[src/rtl/memoria_requisicoes_andares_pkg.sv]
// Shared constants and helpers for the elevator request memory.
// Optional feature macro: CANCELA_CHAMADA_EN (see top module).
package pacote_elevador;

    localparam logic SUBINDO     = 1'b1;
    localparam logic DESCENDO    = 1'b0;
    localparam int   MAX_ANDARES = 16;

    function automatic logic andar_valido(input int idx, input int n);
        return (idx >= 0) && (idx < n);
    endfunction

endpackage

[src/rtl/memoria_requisicoes_andares_seletor.sv]
// SCAN next-floor selector: keep going in the current direction, else reverse.
// Purely combinational; the current floor is never chosen as a target.
module seletor_proximo_andar_scan
    import pacote_elevador::*;
#(
    parameter  int NUM_ANDARES = 4,
    localparam int ANDAR_W     = (NUM_ANDARES > 1) ? $clog2(NUM_ANDARES) : 1
) (
    input  logic [NUM_ANDARES-1:0] mapa,
    input  logic [ANDAR_W-1:0]     andar_atual,
    input  logic                   direcao,
    output logic [ANDAR_W-1:0]     alvo,
    output logic                   valido
);

    logic [ANDAR_W-1:0] alvo_acima;
    logic [ANDAR_W-1:0] alvo_abaixo;
    logic               tem_acima;
    logic               tem_abaixo;

    // Descending scan keeps the lowest floor above; ascending scan the highest below.
    always_comb begin
        alvo_acima  = '0;
        alvo_abaixo = '0;
        tem_acima   = 1'b0;
        tem_abaixo  = 1'b0;
        for (int i = NUM_ANDARES - 1; i >= 0; i--) begin
            if (mapa[i] && (i > int'(andar_atual))) begin
                alvo_acima = ANDAR_W'(i);
                tem_acima  = 1'b1;
            end
        end
        for (int i = 0; i < NUM_ANDARES; i++) begin
            if (mapa[i] && (i < int'(andar_atual))) begin
                alvo_abaixo = ANDAR_W'(i);
                tem_abaixo  = 1'b1;
            end
        end
    end

    always_comb begin
        alvo   = andar_atual;
        valido = 1'b0;
        if (direcao == SUBINDO) begin
            if (tem_acima) begin
                alvo   = alvo_acima;
                valido = 1'b1;
            end else if (tem_abaixo) begin
                alvo   = alvo_abaixo;
                valido = 1'b1;
            end
        end else begin
            if (tem_abaixo) begin
                alvo   = alvo_abaixo;
                valido = 1'b1;
            end else if (tem_acima) begin
                alvo   = alvo_acima;
                valido = 1'b1;
            end
        end
    end

endmodule

[src/rtl/memoria_requisicoes_andares.sv]
// Per-floor request memory with door-dwell clearing and registered SCAN target.
// Define CANCELA_CHAMADA_EN to add the cancelar/andar_cancelar request-cancel port.
module memoria_requisicoes_andares
    import pacote_elevador::*;
#(
    parameter  int NUM_ANDARES = 4,
    parameter  int TEMPO_PORTA = 25,
    localparam int ANDAR_W     = (NUM_ANDARES > 1) ? $clog2(NUM_ANDARES) : 1
) (
    input  logic                   clock_in,
    input  logic                   reset,
    input  logic [ANDAR_W-1:0]     andar_atual,
    input  logic [ANDAR_W-1:0]     andar_pessoa,
    input  logic                   subir_pessoa,
    input  logic [ANDAR_W-1:0]     andar_chamada,
    input  logic                   botao_chamada,
`ifdef CANCELA_CHAMADA_EN
    input  logic                   cancelar,
    input  logic [ANDAR_W-1:0]     andar_cancelar,
`endif
    input  logic                   movimento_elevador,
    input  logic                   indicador_porta_aberta,
    output logic [NUM_ANDARES-1:0] requisicoes,
    output logic                   leitura_endereco,
    output logic                   atendido,
    output logic [ANDAR_W-1:0]     proximo_andar,
    output logic                   proximo_valido
);

    localparam logic [7:0] TEMPO = 8'(TEMPO_PORTA);
    localparam logic [NUM_ANDARES-1:0] UM = NUM_ANDARES'(1);

    logic [7:0]             cnt;
    logic [7:0]             cnt_prox;
    logic [ANDAR_W-1:0]     andar_ant;
    logic                   porta_mesmo;
    logic                   conclui;
    logic [NUM_ANDARES-1:0] mask_atual;
    logic [NUM_ANDARES-1:0] mask_set;
    logic [NUM_ANDARES-1:0] mask_clr;
    logic [NUM_ANDARES-1:0] req_prox;
    logic [ANDAR_W-1:0]     alvo;
    logic                   valido;

    assign porta_mesmo = indicador_porta_aberta && (andar_atual == andar_ant);

    always_comb begin
        mask_atual = '0;
        if (andar_valido(int'(andar_atual), NUM_ANDARES)) begin
            mask_atual = UM << andar_atual;
        end
    end

    assign leitura_endereco = |(requisicoes & mask_atual);

    // Counter saturates so a door held open never produces a second pulse.
    always_comb begin
        cnt_prox = 8'd0;
        if (porta_mesmo) begin
            cnt_prox = (cnt == TEMPO) ? cnt : cnt + 8'd1;
        end
    end

    assign conclui = porta_mesmo && (cnt_prox == TEMPO) && (cnt != TEMPO)
                     && leitura_endereco;

    // A request for the floor being served with the door open is dropped.
    always_comb begin
        mask_set = '0;
        if (subir_pessoa && andar_valido(int'(andar_pessoa), NUM_ANDARES)
            && !(indicador_porta_aberta && (andar_pessoa == andar_atual))) begin
            mask_set = mask_set | (UM << andar_pessoa);
        end
        if (botao_chamada && andar_valido(int'(andar_chamada), NUM_ANDARES)
            && !(indicador_porta_aberta && (andar_chamada == andar_atual))) begin
            mask_set = mask_set | (UM << andar_chamada);
        end
    end

    always_comb begin
        mask_clr = conclui ? mask_atual : '0;
`ifdef CANCELA_CHAMADA_EN
        if (cancelar && andar_valido(int'(andar_cancelar), NUM_ANDARES)) begin
            mask_clr = mask_clr | (UM << andar_cancelar);
        end
`endif
    end

    assign req_prox = (requisicoes | mask_set) & ~mask_clr;

    seletor_proximo_andar_scan #(
        .NUM_ANDARES(NUM_ANDARES)
    ) u_seletor (
        .mapa       (requisicoes),
        .andar_atual(andar_atual),
        .direcao    (movimento_elevador),
        .alvo       (alvo),
        .valido     (valido)
    );

    always_ff @(posedge clock_in) begin
        if (reset) begin
            requisicoes    <= '0;
            atendido       <= 1'b0;
            cnt            <= 8'd0;
            proximo_andar  <= '0;
            proximo_valido <= 1'b0;
        end else begin
            requisicoes    <= req_prox;
            atendido       <= conclui;
            cnt            <= cnt_prox;
            proximo_andar  <= alvo;
            proximo_valido <= valido;
        end
    end

    always_ff @(posedge clock_in) begin
        andar_ant <= andar_atual;
    end

endmodule

[config.mk]
export PLATFORM = sky130hd
export DESIGN_NAME = memoria_requisicoes_andares
export DESIGN_NICKNAME = d
export VERILOG_FILES = /design/src/rtl/memoria_requisicoes_andares_pkg.sv /design/src/rtl/memoria_requisicoes_andares_seletor.sv /design/src/rtl/memoria_requisicoes_andares.sv
export SDC_FILE = /design/constraint.sdc
export NUM_CORES = 1
export LEC_CHECK = 0
export BUFFER_PORTS_ARGS = -buffer_cell sky130_fd_sc_hd__buf_2
export CAP_MARGIN = 20
export CORE_UTILIZATION = 51
export CTS_BUF_LIST = sky130_fd_sc_hd__clkbuf_8
export DETAILED_ROUTE_END_ITERATION = 10
export PLACE_DENSITY = 0.77
export SLEW_MARGIN = 40
export SYNTH_ARGS = -nofsm -noshare
export SYNTH_HDL_FRONTEND = slang
export SYNTH_SLANG_ARGS = --single-unit
[constraint.sdc]
create_clock -name clock_in -period 1.6 [get_ports clock_in]
set_input_delay 0.16 -clock clock_in [delete_from_list [all_inputs] [get_ports clock_in]]
set_output_delay 0.16 -clock clock_in [all_outputs]
set_load 0.005 [all_outputs]
Yosys cells after proc, flatten, opt, wreduce, memory -nomap -nowiden
Index checks and enable logic that the tools add are counted.
{"block": "totals", "reg_bits": 18, "inputBits": 12}
{"block": "classes", "addsub": 1, "order_cmp": 6, "eq_ne": 6, "n_shift": 3, "muxes": 26, "n_bitwise": 5, "reduce_logical": 17}
{"operator": "2-bit two-way mux", "n": 9}
{"operator": "8-bit by 5-bit equality test with 1-bit output, second input constant", "n": 2}
{"operator": "8-bit two-way mux", "n": 2}
{"operator": "1-bit logical AND", "n": 14}
{"operator": "1-bit two-way mux", "n": 12}
{"operator": "4-bit two-way mux", "n": 3}
{"operator": "1-bit by 2-bit left shift with 4-bit output, first input constant", "n": 3}
{"operator": "8-bit by 1-bit adder with 8-bit output, second input constant", "n": 1}
{"operator": "4-bit AND", "n": 2}
{"operator": "8-bit by 5-bit != test with 1-bit output, second input constant", "n": 1}
{"operator": "4-bit bitwise OR", "n": 2}
{"operator": "2-bit equality test", "n": 3}
{"operator": "2-bit greater-than comparator, first input constant", "n": 2}
{"operator": "1-bit by 2-bit less-than comparator with 1-bit output, first input constant", "n": 2}
{"operator": "4-bit inverter", "n": 1}
{"operator": "4-bit OR reduction", "n": 1}
{"operator": "1-bit by 2-bit greater-than comparator with 1-bit output, first input constant", "n": 1}
{"operator": "1-bit zero test", "n": 2}
{"operator": "2-bit less-than comparator, first input constant", "n": 1}

Depth between registers and ports, before layout
Gate-level depths: netlist (run 1).
{"block": "depth", "word_depth": 10, "mapped_depth": 6, "depth_no_buf": 6}

By module
A second synthesis (run 1) with hierarchy kept.
{"block": "hier_totals", "cells_unflattened": 137, "hier_area_um2": 1187.4}
{"module": "memoria_requisicoes_andares", "n_inst": 1, "cells_per_inst": 105, "area_each_um2": 983.4, "seq_area_each_um2": 360.3}
{"module": "seletor_proximo_andar_scan", "n_inst": 1, "cells_per_inst": 32, "area_each_um2": 203.9, "seq_area_each_um2": 0.0}

Least setup slack after synthesis (run 1)
OpenSTA, ideal clock, no wires.
{"block": "synth_path", "path_type": "reg2reg", "startpoint": "register cnt[1]", "endpoint": "register requisicoes[0]", "setup_ns": 0.141, "t_arrival_ns": 1.368, "required_time_ns": 1.459, "slack_ns": 0.091, "path_stages_with_launch": 7, "path_cell_list": "dfxtp_1 inv_1 ha_1 nor4bb_1 nand2_1 nor3_2 a41oi_1"}
{"block": "synth_between", "elab_chain_len": 10, "elab_cells_between_ends": 12, "cone_classes": "add/sub: 1; eq/ne: 3; mux: 3; bitwise: 2; reduce/logical: 3"}
{"item": "start, declared", "line": "memoria_requisicoes_andares.sv:33", "rtl": "logic [7:0] cnt;"}
{"item": "start signal, assigned", "line": "memoria_requisicoes_andares.sv:111", "rtl": "cnt <= cnt_prox;"}
{"item": "8-bit by 1-bit adder with 8-bit output or 8-bit by 5-bit equality test with 1-bit output (tied branches)", "line": "memoria_requisicoes_andares.sv:60", "rtl": "cnt_prox = (cnt == TEMPO) ? cnt : cnt + 8'd1;"}
{"item": "8-bit two-way mux", "line": "memoria_requisicoes_andares.sv:60"}
{"item": "8-bit two-way mux", "line": "memoria_requisicoes_andares.sv:59", "rtl": "if (porta_mesmo) begin"}
{"item": "8-bit by 5-bit equality test with 1-bit output", "line": "memoria_requisicoes_andares.sv:64", "rtl": "assign conclui = porta_mesmo && (cnt_prox == TEMPO) && (cnt != TEMPO)"}
{"item": "1-bit logical AND", "line": "memoria_requisicoes_andares.sv:64"}
{"item": "1-bit logical AND *", "line": "memoria_requisicoes_andares.sv:64"}
{"item": "1-bit logical AND *", "line": "memoria_requisicoes_andares.sv:65", "rtl": "&& leitura_endereco;"}
{"item": "4-bit two-way mux *", "line": "memoria_requisicoes_andares.sv:81", "rtl": "mask_clr = conclui ? mask_atual : '0;"}
{"item": "4-bit inverter *", "line": "memoria_requisicoes_andares.sv:89", "rtl": "assign req_prox = (requisicoes | mask_set) & ~mask_clr;"}
{"item": "4-bit AND *", "line": "memoria_requisicoes_andares.sv:89"}
{"item": "end signal, assigned", "line": "memoria_requisicoes_andares.sv:109", "rtl": "requisicoes <= req_prox;"}
{"item": "end, declared", "line": "memoria_requisicoes_andares.sv:23", "rtl": "output logic [NUM_ANDARES-1:0] requisicoes,"}
Mark *: on every way between the ends. The rest lies on a longest branch, timed or not.
A chain may end at the register's enable or synchronous reset.

Final worst setup path (run 1)
{"block": "layout_path", "startpoint": "register cnt[0]", "endpoint": "register requisicoes[0]"}
Same word-level chain as after synthesis.

==> impl_metrics.csv, run 1 <==
group,metric,value,unit
outcome,outcome,"completed",
floorplan,core,0.00204,mm²
logic_synthesis,synth_nets,145,
timing,finClkSkew,0.00160,ns
placement,dp_hpwl,1.90,mm
layout,drive_gt1_frac,0.316,
setup_path,crit_path_top_delay_cell,"dfxtp_4",
timing,drv_slew,0,
layout,syn_to_final_growth,22.0,%
clocking,cts_tree,"done",
logic_synthesis,ys_seq_area_frac,0.315,
grt,grt_pass1_vias,965,
grt,antenna_found_initial,0,
clocking,cts_made_buffers,3,
setup_path,cp-start-kind,"flip-flop",
routing,wl_per_cell,14.7,µm
timing,worstMarginPinSlew,0.370,ns
setup_path,critPathCaptureType,"flip-flop",
floorplan,num_rows,16,
grt,grt_max_degree,24,
pwr,pwr_density_cell,712,mW/mm²
timing,relSlewSlack,0.754,
logic_synthesis,synth-edff-count,0,
timing,worst_slack,0.0395,ns
floorplan,pin_count,21,
grt,overflow,0,
run,maxCapViolCount,0,
logic_synthesis,synthesis.area,0.00114,mm²
layout,nNetsFinal,171,
setup_path,crit_chain,"ha_4 -> nor4bb_4 -> nand2_2 -> nor3_4 -> a41oi_2",
logic_synthesis,ys_ff_latch,18,
logic_synthesis,yosysUniqueCellTypes,46,
routing,drc_errors,0,
floorplan,initial_core_util,0.559,
clocking,htree_levels,1,
routing,via_count,1096,
grt,grt_first_pass_wirelength,4.29,mm
routing,via_per_inst,6.02,
routing,first_iter_violations,36,
floorplan,die_width,49.3,µm
setup_path,crit_path_max_incr_delay,0.38,ns
pwr,p_leak,0.526,nW
timing,period_share,0.975,
setup_path,worstPathRequired,1.71,ns
timing,setup_viol,0,
placement,pre_cts_ws,-0.0305,ns
setup_path,worstSetupPathType,"reg2reg",
layout,fillers,173,
clocking,clock-sinks,18,
clocking,cts_root_buf,"clkbuf_8",
routing,drtPass1Iterations,4,
setup_path,critPathMaxFanout,5,
logic_synthesis,synth_cells,131,
routing,drt-total-wl,2.68,mm
timing,rsz0062_at_grt,"yes",
hold_path,min_path_type,"in2reg",
logic_synthesis,syn_avg_cell_area,8.72,µm²
grt,grt_usage,0.229,
pwr,vdd_drop_max,0.768,mV
floorplan,die_y,49.3,µm
timing,fin_crit,1.56,ns
clocking,clock_latency,0.25,ns
logic_synthesis,synth_top_flop_cell,"dfxtp_1",
layout,diodes,0,
logic_synthesis,yosysWarnings,0,
placement,place_congestion,0.946,
floorplan,dieArea,0.00243,mm²
timing,hold_violations,0,
logic_synthesis,synthArstFlopShare,0,
timing,fmax,0.641,GHz
clocking,clock_path_buffers,2,
timing,tns,0,ns
clocking,clk_pin_slew,0.06,ns
setup_path,cp.arrival,1.67,ns
routing,ant_nets,0,
placement,io_buffers,20,
[state kept, by name, indices dropped and copies added (netlist names)]
name,cells
cnt,8
requisicoes,4
andar_ant,2
proximo_andar,2
atendido,1
proximo_valido,1
[layer usage]
layer,global-route usage,share of wire
met3,0.0561,0.060
met2,0.372,0.50
met5,0,0
met1,0.299,0.43
met4,0.0637,0.0060
[synthesized netlist by cell type, types with 2 or more instances]
| library cell | number | area [µm²] |
|---|---|---|
| nor2_1 | 16 | 60.1 |
| inv_1 | 7 | 26.3 |
| a31oi_1 | 7 | 43.8 |
| nand4_1 | 3 | 18.8 |
| ha_1 | 2 | 25.0 |
| xor2_1 | 3 | 26.3 |
| or3b_1 | 2 | 17.5 |
| a41o_1 | 2 | 20.0 |
| a41oi_1 | 4 | 35.0 |
| a2bb2oi_1 | 2 | 17.5 |
| and2_1 | 2 | 12.5 |
| xnor2_1 | 7 | 61.3 |
| nand2b_1 | 3 | 18.8 |
| a21oi_1 | 4 | 20.0 |
| o21ai_0 | 4 | 20.0 |
| dfxtp_1 | 18 | 360 |
| a22oi_1 | 2 | 15.0 |
| nor2b_1 | 4 | 25.0 |
| nand2_1 | 6 | 22.5 |
| nand3_1 | 2 | 10.0 |
| nand3b_1 | 3 | 22.5 |
| buf_6 | 4 | 45.0 |
[path summary, 6_finish.rpt]
kind	from	to	slack (ns)	cells after the start
max	cnt[0]$_SDFF_PP0_	requisicoes[0]$_SDFF_PP0_	0.04	5
min	reset	proximo_andar[1]$_SDFF_PP0_	0.17	2
max reg2reg	cnt[0]$_SDFF_PP0_	requisicoes[0]$_SDFF_PP0_	0.04	5
min reg2reg	cnt[7]$_SDFF_PP0_	cnt[7]$_SDFF_PP0_	0.57	2
[cell usage in the layout, fill, tap and decap left out, types with 5 or more instances in the layout]
cell type	netlist	layout
a31oi_1	7	7
buf_2	0	20
buf_4	1	6
dfxtp_1	18	15
inv_1	7	6
nand2_1	6	5
nor2_1	16	16
xnor2_1	7	7
[final cells by class]
class | count | area [µm²] | area share
multi-input combinational | 101 | 781 | 0.560
clock buffer | 3 | 41.3 | 0.0296
inverter | 7 | 26.3 | 0.0189
sequential | 18 | 367 | 0.263
timing repair buffer | 26 | 145 | 0.104
tap | 27 | 33.8 | 0.0242
[timing repair]
action                     4_1_cts  5_1_grt
hold buffers                     0        0
pin swaps                        5        5
resized for setup                7       10
setup endpoints to repair        4        5
setup buffers                    0        1
cloned                           0        0
[logic make-up after synthesis]
kind of cell | synth area share
compound gates | 0.216
xor+xnor | 0.0767
simple gates | 0.282
mux | 0.0197
buf+inv | 0.0690
flops | 0.315
fa+ha+maj | 0.0219
[power breakdown]
| group | total (W) | internal (W) | switching [W] | leakage, nW |
|---|---|---|---|---|
| clock network | 0.000306 | 0.000167 | 0.000139 | 0.0216 |
| logic | 0.000195 | 0.0000968 | 0.0000986 | 0.355 |
| registers | 0.000491 | 0.000469 | 0.0000218 | 0.149 |
[stage by stage]
step                      hold slack (ns)  power, W  cells  area [µm²]   util
after floorplan                     0.188  0.000618    131        1140      -
after global placement              0.433  0.000675    178        1260  0.618
final                               0.174  0.000992    182        1390  0.683
after CTS                           0.165  0.000993    181        1340  0.657
after global routing                0.189   0.00104    182        1390  0.683
after detailed placement            0.434  0.000683    178        1260  0.618
[critical path: cells and delay by family (launching register included)]
kind	cells	cell delay (ns)
flops	1	0.38
fa+ha+maj	1	0.27
compound gates	1	0.16
simple gates	3	0.61
(Power assumes the default switching activity.)
==> inputs of run 2 (changes only) <==
==> constraint.sdc (replaced) <==
create_clock -name clock_in -period 1.3 [get_ports clock_in]
set_input_delay 0.13 -clock clock_in [delete_from_list [all_inputs] [get_ports clock_in]]
set_output_delay 0.13 -clock clock_in [all_outputs]
set_load 0.005 [all_outputs]
==> impl_metrics.csv, run 2 (synthesis results as in run 1) <==
group,metric,value,unit
outcome,outcome,"finished with violations",
outcome,violations,"negative setup slack",
layout,nNetsFinal,204,
pwr,p_leak,0.735,nW
placement,dp_hpwl,2.21,mm
pwr,pwr_density_cell,812,mW/mm²
floorplan,dieArea,0.00243,mm²
setup_path,cp.arrival,1.74,ns
pwr,vdd_drop_max,0.928,mV
pwr,p_sw_frac,0.278,
layout,diodes,0,
setup_path,reg2reg_slack,-0.33,ns
layout,largest_reg_flops,8,
timing,worstMarginPinSlew,0.338,ns
setup_path,crit_chain,"inv_2 -> ha_4 -> nor4bb_4 -> nand2_2 -> nor3_4 -> a41oi_2",
hold_path,whs_path_depth,1,
grt,antenna_found_initial,0,
routing,drt-total-wl,4.24,mm
layout,reg_top3,"cnt (8), requisicoes (4)",
clocking,clock_latency,0.25,ns
timing,fmax,0.615,GHz
routing,via_count,1373,
grt,grt_pass1_vias,1330,
setup_path,critPathCaptureType,"flip-flop",
timing,relSlewSlack,0.774,
layout,fillers,107,
routing,via_per_inst,6.36,
clocking,cts_root_buf,"clkbuf_8",
pwr,clkPwrFrac,0.320,
placement,place_congestion,0.948,
pwr,p_int,0.00104,W
grt,grt_usage,0.342,
clocking,clock-sinks,18,
clocking,clock_path_buffers,2,
grt,grt_first_pass_wirelength,6.27,mm
timing,setup_viol,10,
clocking,cts_tree,"done",
placement,io_buffers,20,
layout,final_common_cell,"buf_4",
layout,drive_gt1_frac,0.534,
hold_path,min_path_type,"in2reg",
timing,holdWs,0.182,ns
layout,fin_util,0.869,
timing,worst_slack,-0.325,ns
pwr,power_frac_seq,0.416,
clocking,clk_pin_slew,0.07,ns
setup_path,cp-start-kind,"flip-flop",
setup_path,path_delay_family,"simple AND/OR/NAND/NOR gates",
routing,wl_per_cell,19.6,µm
layout,final_cells,216,
timing,finClkSkew,0.00220,ns
placement,place_inst,203,
setup_path,critPathMaxFanout,5,
timing,fin_crit,1.63,ns
floorplan,initial_core_util,0.559,
setup_path,crit_path_max_incr_delay,0.34,ns
floorplan,die_width,49.3,µm
floorplan,core,0.00204,mm²
routing,first_iter_violations,75,
pwr,switchingPower,0.000400,W
timing,rsz0062_at_grt,"yes",
floorplan,pin_count,21,
setup_path,crit_cells,6,
layout,syn_to_final_growth,55.3,%
setup_path,rr_worst_depth,6,
grt,grt_max_degree,18,
setup_path,worstSetupPathType,"reg2reg",
layout,largest_register,"cnt",
floorplan,die_y,49.3,µm
clocking,htree_levels,1,
pwr,p_comb_frac,0.264,
grt,overflow,0,
routing,drc_errors,0,
run,maxCapViolCount,0,
clocking,cts_made_buffers,3,
timing,period_share,1.25,
setup_path,worstPathBufferInverterCount,1,
setup_path,worstPathRequired,1.42,ns
timing,drv_slew,0,
floorplan,num_rows,16,
routing,ant_nets,0,
routing,drtPass1Iterations,6,
timing,hold_violations,0,
setup_path,crit_path_top_delay_cell,"dfxtp_2",
layout,mostFrequentLayoutCells,"buf_4, buf_2, nor2_1",
==> run 2: cell count changes in the layout (fill, tap and decap cells not counted), moves of 3 or more <==
| cell | before | now |
|---|---|---|
| buf_4 | 6 | 33 |
| buf_6 | 0 | 7 |
| dfxtp_1 | 15 | 10 |
| dfxtp_2 | 2 | 6 |
| nor2_1 | 16 | 13 |
| nor2_2 | 0 | 3 |
==> run 2: cell type report <==
| class | instances | area [µm²] | share of cell area |
|---|---|---|---|
| multi-input cells | 101 | 862 | 0.486 |
| inverters | 7 | 26.3 | 0.0148 |
| well taps | 27 | 33.8 | 0.0190 |
| repair buffers | 59 | 422 | 0.238 |
| flip-flops and latches | 18 | 375 | 0.212 |
| clock buffers | 4 | 55.1 | 0.0310 |
==> run 2: worst paths after layout <==
path,from,endpoint
max,cnt[1]$_SDFF_PP0_,requisicoes[1]$_SDFF_PP0_
max reg2reg,cnt[1]$_SDFF_PP0_,requisicoes[1]$_SDFF_PP0_
min,andar_atual[1],andar_ant[1]$_DFF_P_
min reg2reg,cnt[7]$_SDFF_PP0_,cnt[7]$_SDFF_PP0_
==> run 2: worst register-to-register path, stage by stage (launching register included) <==
cell      delay (ns)
dfxtp_2         0.34
inv_2           0.04
ha_4            0.26
nor4bb_4        0.24
nand2_2         0.11
nor3_4          0.33
a41oi_2         0.17
==> run 2: layer usage <==
layer	routed length (µm)	part of all wire	vias up	GRT usage
met4	119	0.028	0	0.123
met5	0	0	-	0
li1	-	-	605	-
met3	357	0.084	22	0.0935
met2	2140	0.50	85	0.557
met1	1620	0.38	661	0.427
==> run 2: through the flow <==
| step | setup TNS, ns | power (W) | setup slack (ns) | area [µm²] |
|---|---|---|---|---|
| finish | -1.79 | 0.00144 | -0.325 | 1770 |
| global route | -2.41 | 0.00148 | -0.363 | 1770 |
| CTS | -0.826 | 0.00136 | -0.146 | 1630 |
| detailed placement | -1.44 | 0.000884 | -0.296 | 1450 |
| global placement | -0.975 | 0.000871 | -0.204 | 1450 |
| floorplan | -0.658 | 0.000760 | -0.140 | 1140 |
==> run 2: power by group through the flow <==
stage               Combinational, W  Clock [W]  Sequential (W)
global placement            0.000264          0        0.000606
finish                      0.000380   0.000461        0.000600
floorplan                   0.000143          0        0.000617
global route                0.000399   0.000483        0.000602
detailed placement          0.000274          0        0.000610
CTS                         0.000305   0.000459        0.000597
==> run 2: timing repair <==
action                     4_1_cts  5_1_grt
gates resized for setup         25       22
gates cloned                     0        0
setup endpoints to repair        8       14
hold buffers                     0        0
setup buffers                    3        6
pin swaps                        7        9
==> inputs of run 3 (changes only) <==
--- a/config.mk
+++ b/config.mk
@@ -7,10 +7,11 @@
 export LEC_CHECK = 0
 export BUFFER_PORTS_ARGS = -buffer_cell sky130_fd_sc_hd__buf_2
 export CAP_MARGIN = 20
-export CORE_UTILIZATION = 51
+export CORE_UTILIZATION = 50
 export CTS_BUF_LIST = sky130_fd_sc_hd__clkbuf_8
 export DETAILED_ROUTE_END_ITERATION = 10
-export PLACE_DENSITY = 0.77
+export PLACE_DENSITY = 0.76
+export REMOVE_ABC_BUFFERS = 1
 export SLEW_MARGIN = 40
 export SYNTH_ARGS = -nofsm -noshare
 export SYNTH_HDL_FRONTEND = slang
==> constraint.sdc (replaced) <==
create_clock -name clock_in -period 1.35 [get_ports clock_in]
set_input_delay 0.135 -clock clock_in [delete_from_list [all_inputs] [get_ports clock_in]]
set_output_delay 0.135 -clock clock_in [all_outputs]
set_load 0.005 [all_outputs]
==> impl_metrics.csv, run 3 (synthesis results as in run 1) <==
group,metric,value,unit
setup_path,crit_path_max_incr_delay,0.37,ns
timing,worstMarginPinSlew,0.381,ns
placement,dp_hpwl,2.16,mm
routing,first_iter_violations,38,
layout,largest_register,"cnt",
setup_path,crit_cells,6,
floorplan,initial_core_util,0.554,
placement,pre_cts_ws,-0.233,ns
layout,mostFrequentLayoutCells,"buf_4, buf_2, nor2_1",
routing,drtPass1Iterations,4,
layout,finalInstanceArea,0.00159,mm²
routing,drc_errors,0,
timing,setup_viol,9,
hold_path,min_path_type,"in2reg",
timing,finClkSkew,0.00196,ns
pwr,pwr_density_cell,765,mW/mm²
routing,drt-total-wl,3.42,mm
pwr,p_leak,0.639,nW
setup_path,worstPathRequired,1.46,ns
layout,largest_reg_flops,8,
hold_path,whs_path_depth,3,
grt,grt_usage,0.271,
timing,rsz0062_at_grt,"yes",
layout,reg_top3,"cnt (8), requisicoes (4)",
timing,drv_slew,0,
timing,fmax,0.637,GHz
layout,drive_gt1_frac,0.446,
setup_path,path_delay_family,"simple AND/OR/NAND/NOR gates",
run,maxCapViolCount,0,
grt,overflow,0,
floorplan,die_width,49.8,µm
clocking,clk_pin_slew,0.06,ns
pwr,power,0.00121,W
floorplan,dieArea,0.00248,mm²
layout,fin_util,0.769,
clocking,cts_root_buf,"clkbuf_8",
setup_path,critPathCaptureType,"flip-flop",
setup_path,crit_path_top_delay_cell,"dfxtp_4",
setup_path,worstSetupPathType,"reg2reg",
grt,grt_max_degree,23,
floorplan,core,0.00206,mm²
layout,diodes,0,
setup_path,rr_worst_depth,6,
grt,grt_pass1_vias,1127,
setup_path,crit_chain,"ha_4 -> nor4bb_2 -> nand2_1 -> nor3_4 -> buf_4 -> a41oi_2",
routing,wl_per_cell,16.7,µm
placement,placed_area,0.00140,mm²
timing,worst_slack,-0.219,ns
setup_path,cp.arrival,1.68,ns
clocking,clock-sinks,18,
floorplan,num_rows,16,
placement,io_buffers,20,
clocking,cts_made_buffers,3,
floorplan,pin_count,21,
setup_path,critPathMaxFanout,5,
routing,via_count,1229,
layout,final_common_cell,"buf_4",
clocking,clock_path_buffers,2,
clocking,htree_levels,1,
grt,grt_first_pass_wirelength,5.20,mm
placement,place_congestion,0.901,
timing,hold_violations,0,
routing,via_per_inst,6.02,
timing,holdWs,0.233,ns
setup_path,reg2reg_slack,-0.22,ns
outcome,violations,"negative setup slack",
setup_path,cp-start-kind,"flip-flop",
floorplan,die_y,49.8,µm
pwr,vdd_drop_max,0.898,mV
grt,antenna_found_initial,0,
layout,syn_to_final_growth,38.8,%
outcome,outcome,"finished with violations",
timing,period_share,1.16,
timing,fin_crit,1.57,ns
clocking,clock_latency,0.25,ns
layout,nNetsFinal,193,
setup_path,worstPathBufferInverterCount,1,
clocking,ctsHoldBuffers,0,
clocking,cts_tree,"done",
timing,relSlewSlack,0.746,
routing,ant_nets,0,
## run 3: layout make-up
cell class,instances,area [µm²]
Clock buffer,3,41.3
Fill cell,141,477
Multi-Input combinational cell,101,796
Timing Repair Buffer,48,318
Inverter,7,26.3
Sequential cell,18,370
Tap cell,27,33.8
## run 3: metal layers
| metal | global-route usage | part of all wire | vias to the layer above | wire length, µm |
|---|---|---|---|---|
| met4 | 0.0810 | 0.038 | 0 | 129 |
| met3 | 0.0648 | 0.071 | 11 | 242 |
| met2 | 0.430 | 0.47 | 65 | 1600 |
| met5 | 0 | 0 | - | 0 |
| met1 | 0.360 | 0.42 | 576 | 1440 |
| li1 | - | - | 577 | - |
## run 3: worst paths after layout
check / startpoint / end
worst min register to register: requisicoes[2]$_SDFF_PP0_ / proximo_valido$_SDFF_PP0_
worst max register to register: cnt[0]$_SDFF_PP0_ / requisicoes[0]$_SDFF_PP0_
worst max-delay path: cnt[0]$_SDFF_PP0_ / requisicoes[0]$_SDFF_PP0_
worst min-delay path: movimento_elevador / proximo_andar[0]$_SDFF_PP0_
## run 3: timing repair
action	CTS	global route
resized for setup	9	17
pin swaps	7	6
buffers inserted	1	3
endpoints found under the setup margin	7	12
## run 3: stage by stage
step / TNS [ns] / instances
global route: -1.61 / 204
floorplan: -0.755 / 126
detailed placement: -1.06 / 197
global placement: -0.705 / 197
CTS: -1.07 / 201
finish: -1.17 / 204
## run 3: worst register-to-register path, stage by stage (launching register included)
cell and delay (ns):
dfxtp_4 0.37, ha_4 0.26, nor4bb_2 0.19, nand2_1 0.15
nor3_4 0.17, buf_4 0.17, a41oi_2 0.12
## run 3: report_power, final
group          total (W)  internal (W)  switching (W)
registers       0.000574      0.000556      0.0000174
logic           0.000272      0.000134       0.000137
clock network   0.000367      0.000198       0.000169
total            0.00121      0.000889       0.000323
